$ cat src/rtl/pio_shadow_pkg.sv
// Shared register map for the vsync-gated output PIO family.
// Address offsets depend on the channel count. Bit indices are fixed.
package pio_shadow_pkg;

    localparam int CTRL_COMMIT    = 0;
    localparam int CTRL_IMMEDIATE = 1;
    localparam int CTRL_IRQ_EN    = 2;

    localparam int STAT_PENDING   = 0;
    localparam int STAT_IRQ_FLAG  = 1;

    typedef struct packed {
        logic irq_en;
        logic immediate;
    } ctrl_t;

    function automatic int OFF_CTRL(input int channels);
        return channels;
    endfunction

    function automatic int OFF_STATUS(input int channels);
        return channels + 1;
    endfunction

endpackage

$ cat src/rtl/pio_shadow_out_if.sv
// Avalon-MM slave bus for the shadowed output PIO: zero-wait-state reads, strobed writes.
interface pio_shadow_out_if #(
    parameter int ADDR_W = 4
);
    logic [ADDR_W-1:0] address;
    logic              chipselect;
    logic              write_n;
    logic [31:0]       writedata;
    logic [31:0]       readdata;

    modport master (output address, chipselect, write_n, writedata, input readdata);
    modport slave  (input address, chipselect, write_n, writedata, output readdata);
endinterface

$ cat src/rtl/sync_rise_detect.sv
// Two-flop synchroniser followed by a delay flop.
// Emits a one-clk pulse on each synchronised rising edge.
module sync_rise_detect (
    input  logic clk,
    input  logic reset_n,
    input  logic async_in,
    output logic rise
);
    // [0],[1] form the synchroniser; [2] is the edge-detect delay.
    logic [2:0] sync_q;

    always_ff @(posedge clk or negedge reset_n) begin
        if (!reset_n) sync_q <= '0;
        else          sync_q <= {sync_q[1:0], async_in};
    end

    assign rise = sync_q[1] & ~sync_q[2];
endmodule

$ cat src/rtl/pio_shadow_out.sv
// Double-buffered multi-channel output PIO. CPU writes land in shadow registers,
// which are copied to the active outputs on the first frame_sync rise after a COMMIT.
module pio_shadow_out
    import pio_shadow_pkg::*;
#(
    parameter int               WIDTH    = 12,
    parameter int               CHANNELS = 4,
    parameter int               ADDR_W   = 4,
    parameter logic [WIDTH-1:0] INIT     = '0
) (
    input  logic                      clk,
    input  logic                      reset_n,
    pio_shadow_out_if.slave           bus,
    input  logic                      frame_sync,
    output logic [CHANNELS*WIDTH-1:0] out_port,
    output logic                      irq
);
    localparam int A_CTRL = OFF_CTRL(CHANNELS);
    localparam int A_STAT = OFF_STATUS(CHANNELS);

    logic [CHANNELS-1:0][WIDTH-1:0] shadow_q, active_q;
    ctrl_t                          ctrl_q;
    logic                           pending_q, irq_flag_q;
    logic                           wr, wr_ctrl, wr_stat, tick, commit;
    logic [CHANNELS-1:0]            wr_data;
    logic [31:0]                    rdata;
    logic                           unused_wdata;

    assign wr      = bus.chipselect & ~bus.write_n;
    assign wr_ctrl = wr && (bus.address == ADDR_W'(A_CTRL));
    assign wr_stat = wr && (bus.address == ADDR_W'(A_STAT));

    genvar n;
    generate
        for (n = 0; n < CHANNELS; n++) begin : g_dec
            assign wr_data[n] = wr && (bus.address == ADDR_W'(n));
        end
    endgenerate

    sync_rise_detect u_fs_sync (
        .clk      (clk),
        .reset_n  (reset_n),
        .async_in (frame_sync),
        .rise     (tick)
    );

    // A COMMIT written on the tick cycle sees pending_q=0 and waits for the next tick.
    assign commit = tick & pending_q;

    always_ff @(posedge clk or negedge reset_n) begin
        if (!reset_n) begin
            shadow_q   <= {CHANNELS{INIT}};
            active_q   <= {CHANNELS{INIT}};
            ctrl_q     <= '0;
            pending_q  <= 1'b0;
            irq_flag_q <= 1'b0;
        end else begin
            for (int i = 0; i < CHANNELS; i++) begin
                if (wr_data[i]) begin
                    shadow_q[i] <= bus.writedata[WIDTH-1:0];
                    if (ctrl_q.immediate) active_q[i] <= bus.writedata[WIDTH-1:0];
                end
            end
            // Commit overrides any same-cycle immediate write: active takes pre-write shadow.
            if (commit) active_q <= shadow_q;

            if (wr_ctrl) begin
                ctrl_q.irq_en    <= bus.writedata[CTRL_IRQ_EN];
                ctrl_q.immediate <= bus.writedata[CTRL_IMMEDIATE];
            end

            if (commit)                                    pending_q <= 1'b0;
            else if (wr_ctrl && bus.writedata[CTRL_COMMIT]) pending_q <= 1'b1;

            if (commit)                                      irq_flag_q <= 1'b1;
            else if (wr_stat && bus.writedata[STAT_IRQ_FLAG]) irq_flag_q <= 1'b0;
        end
    end

    always_comb begin
        rdata = '0;
        for (int i = 0; i < CHANNELS; i++) begin
            if (bus.address == ADDR_W'(i)) rdata = 32'(shadow_q[i]);
        end
        if (bus.address == ADDR_W'(A_CTRL)) begin
            rdata[CTRL_COMMIT]    = pending_q;
            rdata[CTRL_IMMEDIATE] = ctrl_q.immediate;
            rdata[CTRL_IRQ_EN]    = ctrl_q.irq_en;
        end
        if (bus.address == ADDR_W'(A_STAT)) begin
            rdata[STAT_PENDING]  = pending_q;
            rdata[STAT_IRQ_FLAG] = irq_flag_q;
        end
    end

    assign bus.readdata = rdata;
    assign out_port     = active_q;
    assign irq          = irq_flag_q & ctrl_q.irq_en;
    assign unused_wdata = &{1'b0, bus.writedata};
endmodule

$ cat src/flat_wrapper.sv
// flat-port wrapper written by rule: the top's interface ports become plain ports
module pio_shadow_out_flat import pio_shadow_pkg::*;
#(
    parameter int               WIDTH    = 12,
    parameter int               CHANNELS = 4,
    parameter int               ADDR_W   = 4,
    parameter logic [WIDTH-1:0] INIT     = '0
)
  (clk, reset_n, frame_sync, out_port, irq, bus_address, bus_chipselect, bus_write_n, bus_writedata, bus_readdata);
  pio_shadow_out_if #(.ADDR_W(ADDR_W)) bus_i ();
  input  logic clk;
  input  logic reset_n;
  input  logic frame_sync;
  output logic [CHANNELS*WIDTH-1:0] out_port;
  output logic irq;
  input wire logic [$bits(bus_i.address)-1:0] bus_address;
  input wire logic [$bits(bus_i.chipselect)-1:0] bus_chipselect;
  input wire logic [$bits(bus_i.write_n)-1:0] bus_write_n;
  input wire logic [$bits(bus_i.writedata)-1:0] bus_writedata;
  output wire logic [$bits(bus_i.readdata)-1:0] bus_readdata;
  assign bus_i.address = bus_address;
  assign bus_i.chipselect = bus_chipselect;
  assign bus_i.write_n = bus_write_n;
  assign bus_i.writedata = bus_writedata;
  assign bus_readdata = bus_i.readdata;
  pio_shadow_out #(.WIDTH(WIDTH), .CHANNELS(CHANNELS), .ADDR_W(ADDR_W), .INIT(INIT)) u_core (.clk(clk), .reset_n(reset_n), .bus(bus_i), .frame_sync(frame_sync), .out_port(out_port), .irq(irq));
endmodule
$ cat config.mk
export PLATFORM = sky130hd
export DESIGN_NAME = pio_shadow_out_flat
export DESIGN_NICKNAME = d
export VERILOG_FILES = /design/src/rtl/pio_shadow_pkg.sv /design/src/rtl/pio_shadow_out_if.sv /design/src/rtl/sync_rise_detect.sv /design/src/rtl/pio_shadow_out.sv /design/src/flat_wrapper.sv
export SDC_FILE = /design/constraint.sdc
export NUM_CORES = 1
export LEC_CHECK = 0
export BUFFER_PORTS_ARGS = -buffer_cell sky130_fd_sc_hd__buf_2
export CAP_MARGIN = 20
export CORE_UTILIZATION = 35
export CTS_CLUSTER_SIZE = 24
export DETAILED_ROUTE_END_ITERATION = 10
export GPL_ROUTABILITY_DRIVEN = 0
export PLACE_DENSITY = 0.56
export SLEW_MARGIN = 20
export SYNTH_ARGS = -nofsm -noshare
export SYNTH_HDL_FRONTEND = slang
export SYNTH_SLANG_ARGS = --single-unit
$ cat constraint.sdc
create_clock -name clk -period 1.9 [get_ports clk]
set_input_delay 0.285 -clock clk [delete_from_list [all_inputs] [get_ports clk]]
set_output_delay 0.285 -clock clk [all_outputs]
set_load 0.005 [all_outputs]
After elaboration in Yosys (flattened, before gate mapping)
Index checks and enable logic that the tools add are counted.
- bits in registers: 103
- word-level logic and storage cells: 60
- output and inout bits: 81
- input port bits: 41
- multiplexer cells: 16
- bitwise logic cells: 6
- equality and inequality tests: 5
- reductions and logical operators: 20
- operators by type and width (cell ; number):
    $mux 12 ; 9
    $mux 48 ; 1
    $reduce_bool 2->1 ; 7
    $eq 4x2->1 const B ; 2
    $eq 4x3->1 const B ; 2
    $logic_and 1x1->1 ; 8
    $reduce_and 2->1 ; 4
    $and 1x1->1 ; 4
    $eq 4x1->1 const B ; 1
    $logic_not 4->1 ; 1
    $mux 1 ; 4
    $mux 3 ; 1
    $mux 2 ; 1
    $not 1->1 ; 2

Depth between registers and ports, before layout
Gate-level depths: netlist (run 1).
- word-level depth: 7
- gate-level depth with buffers: 6
- gate-level depth less buffers: 3

Modules after synthesis
Synthesis (run 1) repeated with hierarchy kept, for this count alone.
- cells, all modules: 436
- area, all modules: 4917.2 um^2
- modules (own cells, without submodules) (module ; seq. area each (um^2) ; instances ; cells each ; area an instance (um^2)):
    pio_shadow_out ; 2502.4 ; 1 ; 432 ; 4828.4
    sync_rise_detect ; 75.1 ; 1 ; 4 ; 88.8

Worst setup path before layout (run 1)
Ideal clock, no wire load.
- kind: input to output
- start point: input bus_address[0]
- end point: output bus_readdata[10]
- buffers on the path: 2
- arrival: 1.429 ns
- data required time: 1.615 ns
- setup slack: 0.186 ns
- cell stages on the path: 4
- path through: buf_2 buf_2 mux4_2 and2_1
- cells in the longest elaborated chain, start to end: 5
- elaborated cells between the ends (all ways): 8
- classes of those cells: eq/ne: 3; mux: 4; reduce/logical: 1
- ends and longest elaborated chain (item ; line ; RTL):
    from (decl) ; flat_wrapper.sv:16 ; input wire logic [$bits(bus_i.address)-1:0] bus_address;
    $logic_not 4->1 ; pio_shadow_out.sv:83 ; if (bus.address == ADDR_W'(i)) rdata = 32'(shadow_q[i]);
    $mux 12 (3 in series) ; pio_shadow_out.sv:83 ;
    $mux 12 * ; pio_shadow_out.sv:83 ;
    to (decl) ; flat_wrapper.sv:20 ; output wire logic [$bits(bus_i.readdata)-1:0] bus_readdata;
Every way passes the cells marked *; elsewhere a longest branch is shown, timed or not.

Worst setup path in the final report (run 1)
- start point: register u_core.shadow_q[47] (netlist name)
- end point: output bus_readdata[11]
- cells in the longest elaborated chain, start to end: 1
- ends and longest elaborated chain (item ; line ; RTL):
    from (decl) ; pio_shadow_out.sv:21 ; logic [CHANNELS-1:0][WIDTH-1:0] shadow_q, active_q;
    from (signal assigned) ; pio_shadow_out.sv:52 ; shadow_q <= {CHANNELS{INIT}};
    from (signal, indexed assignment) ; pio_shadow_out.sv:60 ; shadow_q[i] <= bus.writedata[WIDTH-1:0];
    $mux 12 ; pio_shadow_out.sv:83 ;
No other way between the ends.

==> metrics.md, run 1 <==
| Metric | Value |
|---|---|
| Internal Power | 5.30 mW |
| Wire per inst | 19.3 um |
| DRT Wirelength | 14500 um |
| Clock tree root driver cell | clkbuf_16 |
| Post-Synthesis Cell Area | 5230 um2 |
| Resize count post-CTS | 0 |
| NetSw | 2.21 mW |
| Vias/cell | 5.44 |
| Worst slew margin | 61.3% |
| Fill count | 1397 |
| Die area | 15400 um2 |
| Sw Share | 29.4% |
| Num ports | 122 |
| Area of the multi-input gates | 2360 um2 |
| Power share of the sequential group | 45.7% |
| Clock Sinks | 103 |
| First-pass GRT wire length | 23300 um |
| Failing checks | hold timing |
| Distinct cells, synth | 46 |
| Syn-to-layout area delta | 20.4% |
| Initial Utilization | 36.0% |
| CP startpoint | u_core.shadow_q[47]$_DFFE_PN0P_ |
| Synth Flop Type | dfrtp_1 |
| Initial antenna violation count | 0 |
| Startpoint types | register |
| RSZ-0062 raised after global routing | no |
| Syn. warnings | 0 |
| Final hold vios | 6 |
| Hold slack final | -0.00137 ns |
| LEAKAGE | 2.92 nW |
| Minimum clock period | 1.83 ns |
| Most frequent cell after synthesis | dfrtp_1 |
| Starting DRC count in detailed routing | 464 |
| Worst setup EP type | output pin |
| DP HPWL | 10100 um |
| Final net count | 603 |
| Least-Margin Pin Slew | 0.581 ns |
| Ys async rst share | 100% |
| Clk pin slew, worst setup/hold paths | 0.07 ns |
| Status | finished, violations left |
| Post-CTS Setup Repair Bufs | 0 |
| Post-CTS Hold Fix Bufs | 0 |
| Share of post-route cells with drive strength above 1 | 36.4% |
| Core area | 14500 um2 |
| Sequential cell area | 2580 um2 |
| Gate power share | 26.6% |
| Max Clk Rate | 547 MHz |
| Sequential area share after synthesis | 49.3% |
| Post-Synthesis Cells | 474 |
| Gr usage total | 19.3% |
| Number of max-cap violations | 0 |
| Remaining antenna violation count after routing | 0 |
| WP data arrival | 1.54 ns |
| Setup Skew | 0.00472 ns |
| Remaining Overflow, GRT | 0 |
| Fin. max-slew vios | 0 |
| Drc violations | 0 |
| Critical Path RT | 1.62 ns |
| Period utilisation layout | 96.1% |
| FF-to-FF setup slack | 0.39 ns |
| Number of buffers created by CTS | 9 |
| Fin Setup TNS | 0 ns |
| Pwr Density | 1190 nW/um2 |
| Vias in the first global route | 4125 |
| Clock share of power | 27.6% |
| H-tree level count | 3 |
| Ranking of synthesized cells by area | dfrtp_1 (49%), mux2_2 (6.5%), mux2_4 (5.7%) |
| Crit path max fanout | 3 |
| EDFF count, synth | 0 |
| Largest net degree at the start of global routing | 104 |
| Clock network latency to the later pin of the worst-skew pair | 0.34 ns |
| Setup Viol. Count Final | 0 |
| Leading area contributor after synthesis | dfrtp_1 |
| CTS Buffer Depth | 2 |
| CTS tree | done |
| Die width | 124 um |
| Antenna Cells | 0 |
| Top cell type's share of synthesized area | 49.3% |
| Via count | 4077 |
| Kind of critical path | register to output pin |
| IO Port Bufs | 81 |
| DRT Pass-1 Iters | 5 |
| Die Ht | 124 um |
| Synth Register Bits | 103 |
| Top cells by count, synth | dfrtp_1 (103), nor2_1 (39), a31oi_1 (36), o21ai_0 (36), mux2_2 (30) |
| Overall power | 7.50 mW |
| Worst hold path class | input port to asynchronous set/reset pin |
| Reg-to-reg startpoint | u_core.ctrl_q[0]$_DFFE_PN0N_ |
| Worst vdd rail ir drop | 0.000442 V |
| FP Rows | 44 |
| Syn Area/Cell | 11.0 um2 |
-- worst max-delay path, stage by stage, from the launching register on --
cell and delay [ns]:
dfrtp_1 0.42, mux4_2 0.47, and2_1 0.19, buf_2 0.13
-- final cells by class --
type                       count  area share, %
multi-input combinational    324           37.5
clock inverter                 4           1.51
clock buffer                  11           3.69
tap                          184           3.66
timing repair buffer         123           12.7
sequential                   103           40.9
inverter                       1         0.0596
-- registers in the layout, summed over array words and instances (netlist names) --
name	count
u_core.out_port	48
u_core.shadow_q	48
u_core.u_fs_sync.sync_q	3
u_core.ctrl_q	2
u_core.irq_flag_q	1
u_core.pending_q	1
-- layer usage --
metal,GRT usage (%),share of wire [%],vias up
met4,6.38,1.5,0
met3,2.92,5.5,19
met5,0,0,-
met1,26.7,45,2023
li1,-,-,1878
met2,30.9,48,157
-- metrics by stage --
step	utilization [%]	instances	hold slack (ns)	setup WS, ns	area (um2)
2_1_floorplan	-	493	-0.0106	0.186	5300
3_3_place_gp	41.1	735	0.343	0.0640	5970
3_5_place_dp	41.1	735	0.339	0.0432	5970
4_1_cts	43.3	750	0.0458	0.0595	6300
5_1_grt	43.3	750	0.0499	0.0156	6300
6_report	43.3	750	-0.00137	0.0734	6300
-- cell usage in the layout, fill, tap and decap left out, types with 2 or more instances in the layout --
cell       count
buf_4         37
dfrtp_1      103
mux2i_1        4
nand2b_1       2
nand3b_1       3
nand4_1       12
o211ai_1      24
and2_1        10
nand2_1       25
a21oi_1       20
nor2_1        39
conb_1        20
mux2_4        20
nand4b_1       2
mux4_2        10
clkbuf_1       2
mux2_2        30
clkbuf_16      9
buf_2         80
bufinv_16      3
nand3_1        9
buf_12         6
o21ai_0       36
a31oi_1       36
-- logic make-up (layout without fill, tap and decap cells) --
| logic type | after synthesis | count (layout) | share of synthesized area [%] |
|---|---|---|---|
| compound gates | 122 | 122 | 14.1 |
| buf+inv | 66 | 139 | 6.96 |
| other cells | 1 | 20 | 0.0717 |
| mux | 64 | 64 | 17.3 |
| simple gates | 118 | 118 | 12.3 |
| flops | 103 | 103 | 49.3 |
-- worst paths after layout --
kind / end / cells after the start
worst max-delay path: bus_readdata[11] / 3
worst min-delay path: u_core.u_fs_sync.sync_q[2]$_DFF_PN0_ / 2
worst max register to register: u_core.out_port[26]$_DFFE_PN0P_ / 4
worst min register to register: u_core.u_fs_sync.sync_q[1]$_DFF_PN0_ / 0
max in group asynchronous: u_core.shadow_q[4]$_DFFE_PN0P_ / 2
min in group clk: u_core.u_fs_sync.sync_q[0]$_DFF_PN0_ / 1
-- power by group through the flow --
stage                     clock network (mW)  registers [mW]  logic, mW
after detailed placement                   0            3.47       2.02
after floorplan                            0            3.36       1.09
after global routing                    2.21            3.53       2.22
after CTS                               2.11            3.44       2.03
final                                   2.07            3.43       2.00
after global placement                     0            3.45       1.97
Note: power is estimated with default switching activity, not from simulation.
==> inputs of run 2 (changes only) <==
Settings changed: SYNTH_HIERARCHICAL set to 1.
Clock period 1.9 ns to 1.85 ns, I/O delays scaled along.
==> run 2 against run 1 <==
Effect of this change: the run now ends clean; critical path depth unchanged; sequential power down 2%; worst hold slack better by 0.052 ns; critical path type unchanged; largest power group unchanged; synthesized area fell by 6.0%; global-route usage is 2.1 points lower.
==> metrics.md, run 2 <==
| Metric | Value |
|---|---|
| Status | completed |
| Initial Utilization | 36.6% (+0.56 points) |
| Drc violations | 0 (unchanged) |
| CTS tree | done |
| Antenna Cells | 0 (unchanged) |
| DRT Pass-1 Iters | 4 (-1) |
| Distinct cells, synth | 30 (-35%) |
| EDFF count, synth | 0 (unchanged) |
| Pwr Density | 1140 nW/um2 (-4.0%) |
| Fin. max-slew vios | 0 (unchanged) |
| Leading area contributor after synthesis | dfrtp_1 |
| Via count | 3553 (-13%) |
| Remaining antenna violation count after routing | 0 (unchanged) |
| Leading cell type in the layout, fill and taps excluded | dfrtp_1 |
| Synth Register Bits | 103 (unchanged) |
| R2r worst-path depth | 4 (unchanged) |
| Vias/cell | 5.04 (-7.3%) |
| Share of post-route cells with drive strength above 1 | 35.2% (-1.2 points) |
| Hold Startpoint | frame_sync |
| Most frequent cell after synthesis | dfrtp_1 |
| Placed cell areas | 5560 um2 (-6.9%) |
| Post-Synthesis Cell Area | 4920 um2 (-6.0%) |
| Cell count after placement | 683 (-7.1%) |
| DRT Wirelength | 11900 um (-18%) |
| DP Worst Slack | 0.0729 ns (+0.0298 ns) |
| Initial antenna violation count | 0 (unchanged) |
| Clock tree root driver cell | clkbuf_16 |
| Max Clk Rate | 555 MHz |
| Die Ht | 121 um (-3.0%) |
| Setup Skew | 0.0105 ns (+0.00582 ns) |
| Minimum clock period | 1.80 ns |
| IO Port Bufs | 81 (unchanged) |
| Sequential area share after synthesis | 52.4% (+3.1 points) |
| Final cell count without fillers | 705 (-6.0%) |
| Core area | 13500 um2 (-7.4%) |
| R2R Path End | u_core/out_port[33]$_DFFE_PN0P_ |
| Worst setup EP type | output pin |
| Startpoint types | register |
| Period utilisation layout | 97.4% |
| Setup Viol. Count Final | 0 (unchanged) |
| Crit path max fanout | 3 (unchanged) |
| Synth Flop Type | dfrtp_1 |
| Design area | 5880 um2 (-6.6%) |
| Syn Area/Cell | 11.3 um2 (+2.2%) |
| Vias in the first global route | 3461 (-16%) |
| Ranking of synthesized cells by area | dfrtp_1 (52%), mux2_2 (11%), mux2i_1 (7.3%) |
| Number of max-cap violations | 0 (unchanged) |
| First-pass GRT wire length | 19100 um (-18%) |
| LEAKAGE | 3.03 nW (+4.0%) |
| Wire per inst | 16.9 um (-13%) |
| DP HPWL | 8280 um (-18%) |
| Clk pin slew, worst setup/hold paths | 0.07 ns (about the same) |
| Top cells by count, synth | dfrtp_1 (103), nor2_1 (51), mux2_2 (50) |
| Ys async rst share | 100% (unchanged) |
| Hold slack final | 0.0511 ns (+0.0525 ns) |
| Number of buffers created by CTS | 9 (unchanged) |
| Die width | 121 um (-3.0%) |
| Worst Hold Endpoint | u_core/u_fs_sync/sync_q[0]$_DFF_PN0_ |
| Top cell type's share of synthesized area | 52.4% (+3.1 points) |
| Critical Path RT | 1.57 ns (-0.05 ns) |
| Starting DRC count in detailed routing | 220 (-53%) |
| Final setup margin | 0.0490 ns (-0.0244 ns) |
| Num ports | 122 (unchanged) |
| Largest net degree at the start of global routing | 98 (-5.8%) |
| Final hold vios | 0 (-6) |
| Syn-to-layout area delta | 19.6% |
| Final net count | 565 (-6.3%) |
| Clock Sinks | 103 (unchanged) |
| CTS Buffer Depth | 2 (unchanged) |
| Clock network latency to the later pin of the worst-skew pair | 0.35 ns (about the same) |
| Overall power | 6.73 mW (-10%) |
| Reg-to-reg startpoint | u_core/ctrl_q[0]$_DFFE_PN0N_ |
| Gr usage total | 17.2% (-2.1 points) |
| FF-to-FF setup slack | 0.52 ns (+0.13 ns) |
| Remaining Overflow, GRT | 0 (unchanged) |
| Worst hold path class | input port to register |
| Die area | 14500 um2 (-5.9%) |
| Hold Path Depth | 1 |
| FP Rows | 42 (-4.5%) |
| Syn. warnings | 6 (+6) |
| H-tree level count | 3 (unchanged) |
| Kind of critical path | register to output pin |
| Worst vdd rail ir drop | 0.000463 V (+4.7%) |
| Most frequent cells in the layout | dfrtp_1 (103), buf_2 (80), nor2_1 (51) |
| WP data arrival | 1.52 ns (-0.02 ns) |
| Post-Synthesis Cells | 436 (-8.0%) |
-- run 2: cells by family after synthesis --
family / Yosys count / share of synthesized area, %
flip-flops: 103 / 52.4
AND/OR/NAND/NOR: 114 / 11.2
other: 1 / 0.0763
AO/OA/AOI/OAI: 65 / 7.05
buffers and inverters: 58 / 6.31
multiplexers: 95 / 22.9
-- run 2: per-stage QoR --
| stage | setup TNS [ns] | util, % |
|---|---|---|
| after global routing | -0.000368 | 43.7 |
| after CTS | 0 | 43.4 |
| after detailed placement | 0 | 41.3 |
| after floorplan | 0 | - |
| final | 0 | 43.7 |
| after global placement | 0 | 41.3 |
-- run 2: repair_timing --
action                                  CTS  global route
hold buffers                              1             0
gates resized for setup                   0             2
endpoints found under the hold margin    31             0
setup buffers                             0             5
endpoints found under the setup margin    0             3
-- run 2: how the worst max path moves through the flow --
| stage | from | endpoint | slack (ns) | cells past startpoint |
|---|---|---|---|---|
| 2_1_floorplan | bus_address[3] | u_core/out_port[28]$_DFFE_PN0P_ | 0.19 | 6 |
| 3_3_place_gp | bus_address[2] | bus_readdata[1] | 0.11 | 6 |
| 3_5_place_dp | bus_address[2] | bus_readdata[1] | 0.07 | 6 |
| 4_1_cts | u_core/shadow_q[21]$_DFFE_PN0P_ | bus_readdata[9] | 0.03 | 3 |
| 5_1_grt | u_core/shadow_q[39]$_DFFE_PN0P_ | bus_readdata[3] | -0.0004 | 3 |
| 6_report | u_core/shadow_q[20]$_DFFE_PN0P_ | bus_readdata[8] | 0.05 | 3 |
-- run 2: where the power goes --
part / internal [mW] / switching [mW] / total [mW]
sequential: 2.91 / 0.460 / 3.37
clock: 0.923 / 0.849 / 1.77
combinational: 0.905 / 0.683 / 1.59
total: 4.74 / 1.99 / 6.73
-- run 2: metal layers --
layer | part of all wire, % | track usage [%] | wire length, um
met1 | 47 | 24.4 | 5650
met2 | 47 | 26.6 | 5560
met3 | 4.5 | 3.21 | 538
met4 | 1.3 | 5.32 | 159
met5 | 0 | 0 | 0
-- run 2: critical path, stage by stage, from the launching register on --
cell	delay (ns)
dfrtp_1	0.41
mux4_2	0.45
and2_1	0.19
buf_2	0.13
-- run 2: final cells by class --
class | instances | area [um2]
Timing Repair Buffer | 108 | 676
Inverter | 8 | 30.0
Clock buffer | 10 | 229
Fill cell | 1309 | 7570
Tap cell | 176 | 220
Multi-Input combinational cell | 294 | 2110
Sequential cell | 103 | 2580
Clock inverter | 6 | 45.0
==> inputs of run 3 (changes only) <==
Settings changed: BUFFER_PORTS_ARGS -buffer_cell sky130_fd_sc_hd__buf_2 to unset, DONT_BUFFER_PORTS set to 1, PLACE_DENSITY 0.56 to 0.49.
==> run 3 against run 2 <==
Effect of this change: the run now ends with hold timing left; critical path depth is 1 lower; global-route usage up 0.32 points; sequential share of layout area is 3.8 points higher; routed wire length rose by 1.2%; design area fell by 7.9%; non-clock buffer count down 85; worst hold slack lost 0.42 ns; combinational power down 44%; register-to-register slack better by 0.02 ns; flip-flop and latch count stayed put; critical endpoint is now bus_readdata[5].
==> metrics.md, run 3 (synthesized netlist as in run 2, its figures left out) <==
| Metric | Value |
|---|---|
| Status | finished, violations left |
| FP Rows | 42 (unchanged) |
| Critical Path RT | 1.57 ns (about the same) |
| Initial Utilization | 36.6% (unchanged) |
| Least-Margin Pin Slew | 0.537 ns |
| Via count | 3191 (-10%) |
| Remaining Overflow, GRT | 0 (unchanged) |
| LEAKAGE | 2.67 nW (-12%) |
| Worst hold path class | input port to asynchronous set/reset pin |
| Post-CTS Hold Fix Bufs | 1 (unchanged) |
| Startpoint types | register |
| Vias/cell | 5.15 (+2.1%) |
| Cell count after placement | 603 (-12%) |
| CTS Buffer Depth | 2 (unchanged) |
| Number of max-cap violations | 0 (unchanged) |
| Die area | 14500 um2 (unchanged) |
| First-pass GRT wire length | 19100 um (about the same) |
| Final net count | 480 (-15%) |
| Worst vdd rail ir drop | 0.000563 V (+21%) |
| IO Port Bufs | 0 (-100%) |
| Final hold vios | 103 (+103) |
| Max Clk Rate | 595 MHz (+7.1%) |
| Setup Skew | 0.0114 ns (+0.000896 ns) |
| Final cell count without fillers | 620 (-12%) |
| Clock tree root driver cell | clkbuf_16 |
| Largest net degree at the start of global routing | 104 (+6.1%) |
| Hold slack final | -0.364 ns (-0.415 ns) |
| Crit path max fanout | 3 (unchanged) |
| Clock Sinks | 103 (unchanged) |
| Antenna Cells | 0 (unchanged) |
| Die width | 121 um (unchanged) |
| Fill count | 1317 (+0.61%) |
| Vias in the first global route | 3216 (-7.1%) |
| Post-CTS Setup Repair Bufs | 0 (unchanged) |
| Worst slew margin | 63.7% |
| Share of post-route cells with drive strength above 1 | 22.5% (-13 points) |
| Most frequent cells in the layout | dfrtp_1 (103), nor2_1 (51), mux2_2 (50) |
| Core area | 13500 um2 (unchanged) |
| Clk pin slew, worst setup/hold paths | 0.07 ns (about the same) |
| Kind of critical path | register to output pin |
| DRT Wirelength | 12100 um (+1.2%) |
| Num ports | 122 (unchanged) |
| Die Ht | 121 um (unchanged) |
| Failing checks | hold timing |
| Number of buffers created by CTS | 9 (unchanged) |
| Remaining antenna violation count after routing | 0 (unchanged) |
| Final setup margin | 0.169 ns (+0.120 ns) |
| Fin. max-slew vios | 0 (unchanged) |
| DP Worst Slack | 0.233 ns (+0.160 ns) |
| Initial antenna violation count | 0 (unchanged) |
| Clock network latency to the later pin of the worst-skew pair | 0.34 ns (about the same) |
| DRT Pass-1 Iters | 5 (+1) |
| Wire per inst | 19.4 um (+15%) |
| Worst setup EP type | output pin |
| RSZ-0062 raised after global routing | no |
| CTS tree | done |
| Syn-to-layout area delta | 10.2% |
| Gr usage total | 17.5% (+0.32 points) |
| Period utilisation layout | 90.9% (-6.5 points) |
| Drc violations | 0 (unchanged) |
| Minimum clock period | 1.68 ns (-0.120 ns) |
| H-tree level count | 3 (unchanged) |
| Starting DRC count in detailed routing | 158 (-28%) |
| DP HPWL | 7840 um (-5.2%) |
| WP data arrival | 1.40 ns (-0.12 ns) |
| Leading cell type in the layout, fill and taps excluded | dfrtp_1 |
| Fin Setup TNS | 0 ns (unchanged) |
| Setup Viol. Count Final | 0 (unchanged) |
| Pwr Density | 1160 nW/um2 (+1.7%) |
-- run 3: cell types whose count changed in the layout (fill, tap and decap cells not counted) --
| cell | delta |
|---|---|
| and2_1 | +1 |
| and2_4 | -1 |
| buf_12 | -4 |
| buf_2 | -80 |
| buf_4 | -1 |
| bufinv_16 | +1 |
| clkbuf_8 | +1 |
| clkinvlp_4 | -1 |
| inv_8 | -1 |
-- run 3: power breakdown --
part           internal, mW  switching [mW]  total (mW)
Sequential             2.91           0.573        3.48
Clock                  1.09           0.835        1.92
Combinational         0.556           0.335       0.891
Total                  4.56            1.74        6.30
-- run 3: critical path, stage by stage, from the launching register on --
cell     delay (ns)
dfrtp_1        0.41
mux4_2         0.47
and2_1         0.19
-- run 3: final cells by class --
type | instances | area [um2] | area share (%)
clock buffer | 11 | 243 | 4.48
clock inverter | 5 | 56.3 | 1.04
inverter | 8 | 30.0 | 0.554
multi-input combinational | 294 | 2100 | 38.8
sequential | 103 | 2580 | 47.6
tap | 176 | 220 | 4.06
timing repair buffer | 23 | 188 | 3.46
-- run 3: timing repair --
action                                  in CTS  in global routing
endpoints found under the setup margin       0                  1
hold endpoints to repair                   104                103
gates resized for setup                      0                  1
-- run 3: metal layers --
layer | vias up | global-route usage (%) | wire length [um]
li1 | 1480 | - | -
met1 | 1622 | 23.0 | 5370
met2 | 78 | 27.8 | 5770
met3 | 11 | 5.00 | 735
met4 | 0 | 5.86 | 179
met5 | - | 0 | 0
-- run 3: metrics by stage --
step	utilization, %	total power [mW]	area [um2]
finish	40.3	6.30	5420
global route	40.3	6.70	5420
CTS	40.3	6.40	5420
detailed placement	38.0	4.44	5110
global placement	38.0	4.39	5110
floorplan	-	4.16	4990
-- run 3: worst paths after layout --
check,start,to,slack (ns),cells after the start
worst max-delay path,u_core/shadow_q[41]$_DFFE_PN0P_,bus_readdata[5],0.17,2
worst min-delay path,reset_n,u_core/out_port[23]$_DFFE_PN0P_,-0.36,0
worst max register to register,u_core/ctrl_q[0]$_DFFE_PN0N_,u_core/out_port[12]$_DFFE_PN0P_,0.54,4
worst min register to register,u_core/u_fs_sync/sync_q[0]$_DFF_PN0_,u_core/u_fs_sync/sync_q[1]$_DFF_PN0_,0.35,0
max in group asynchronous,reset_n,u_core/out_port[36]$_DFFE_PN0P_,2.01,0
min in group clk,bus_writedata[3],u_core/out_port[39]$_DFFE_PN0P_,0.08,2
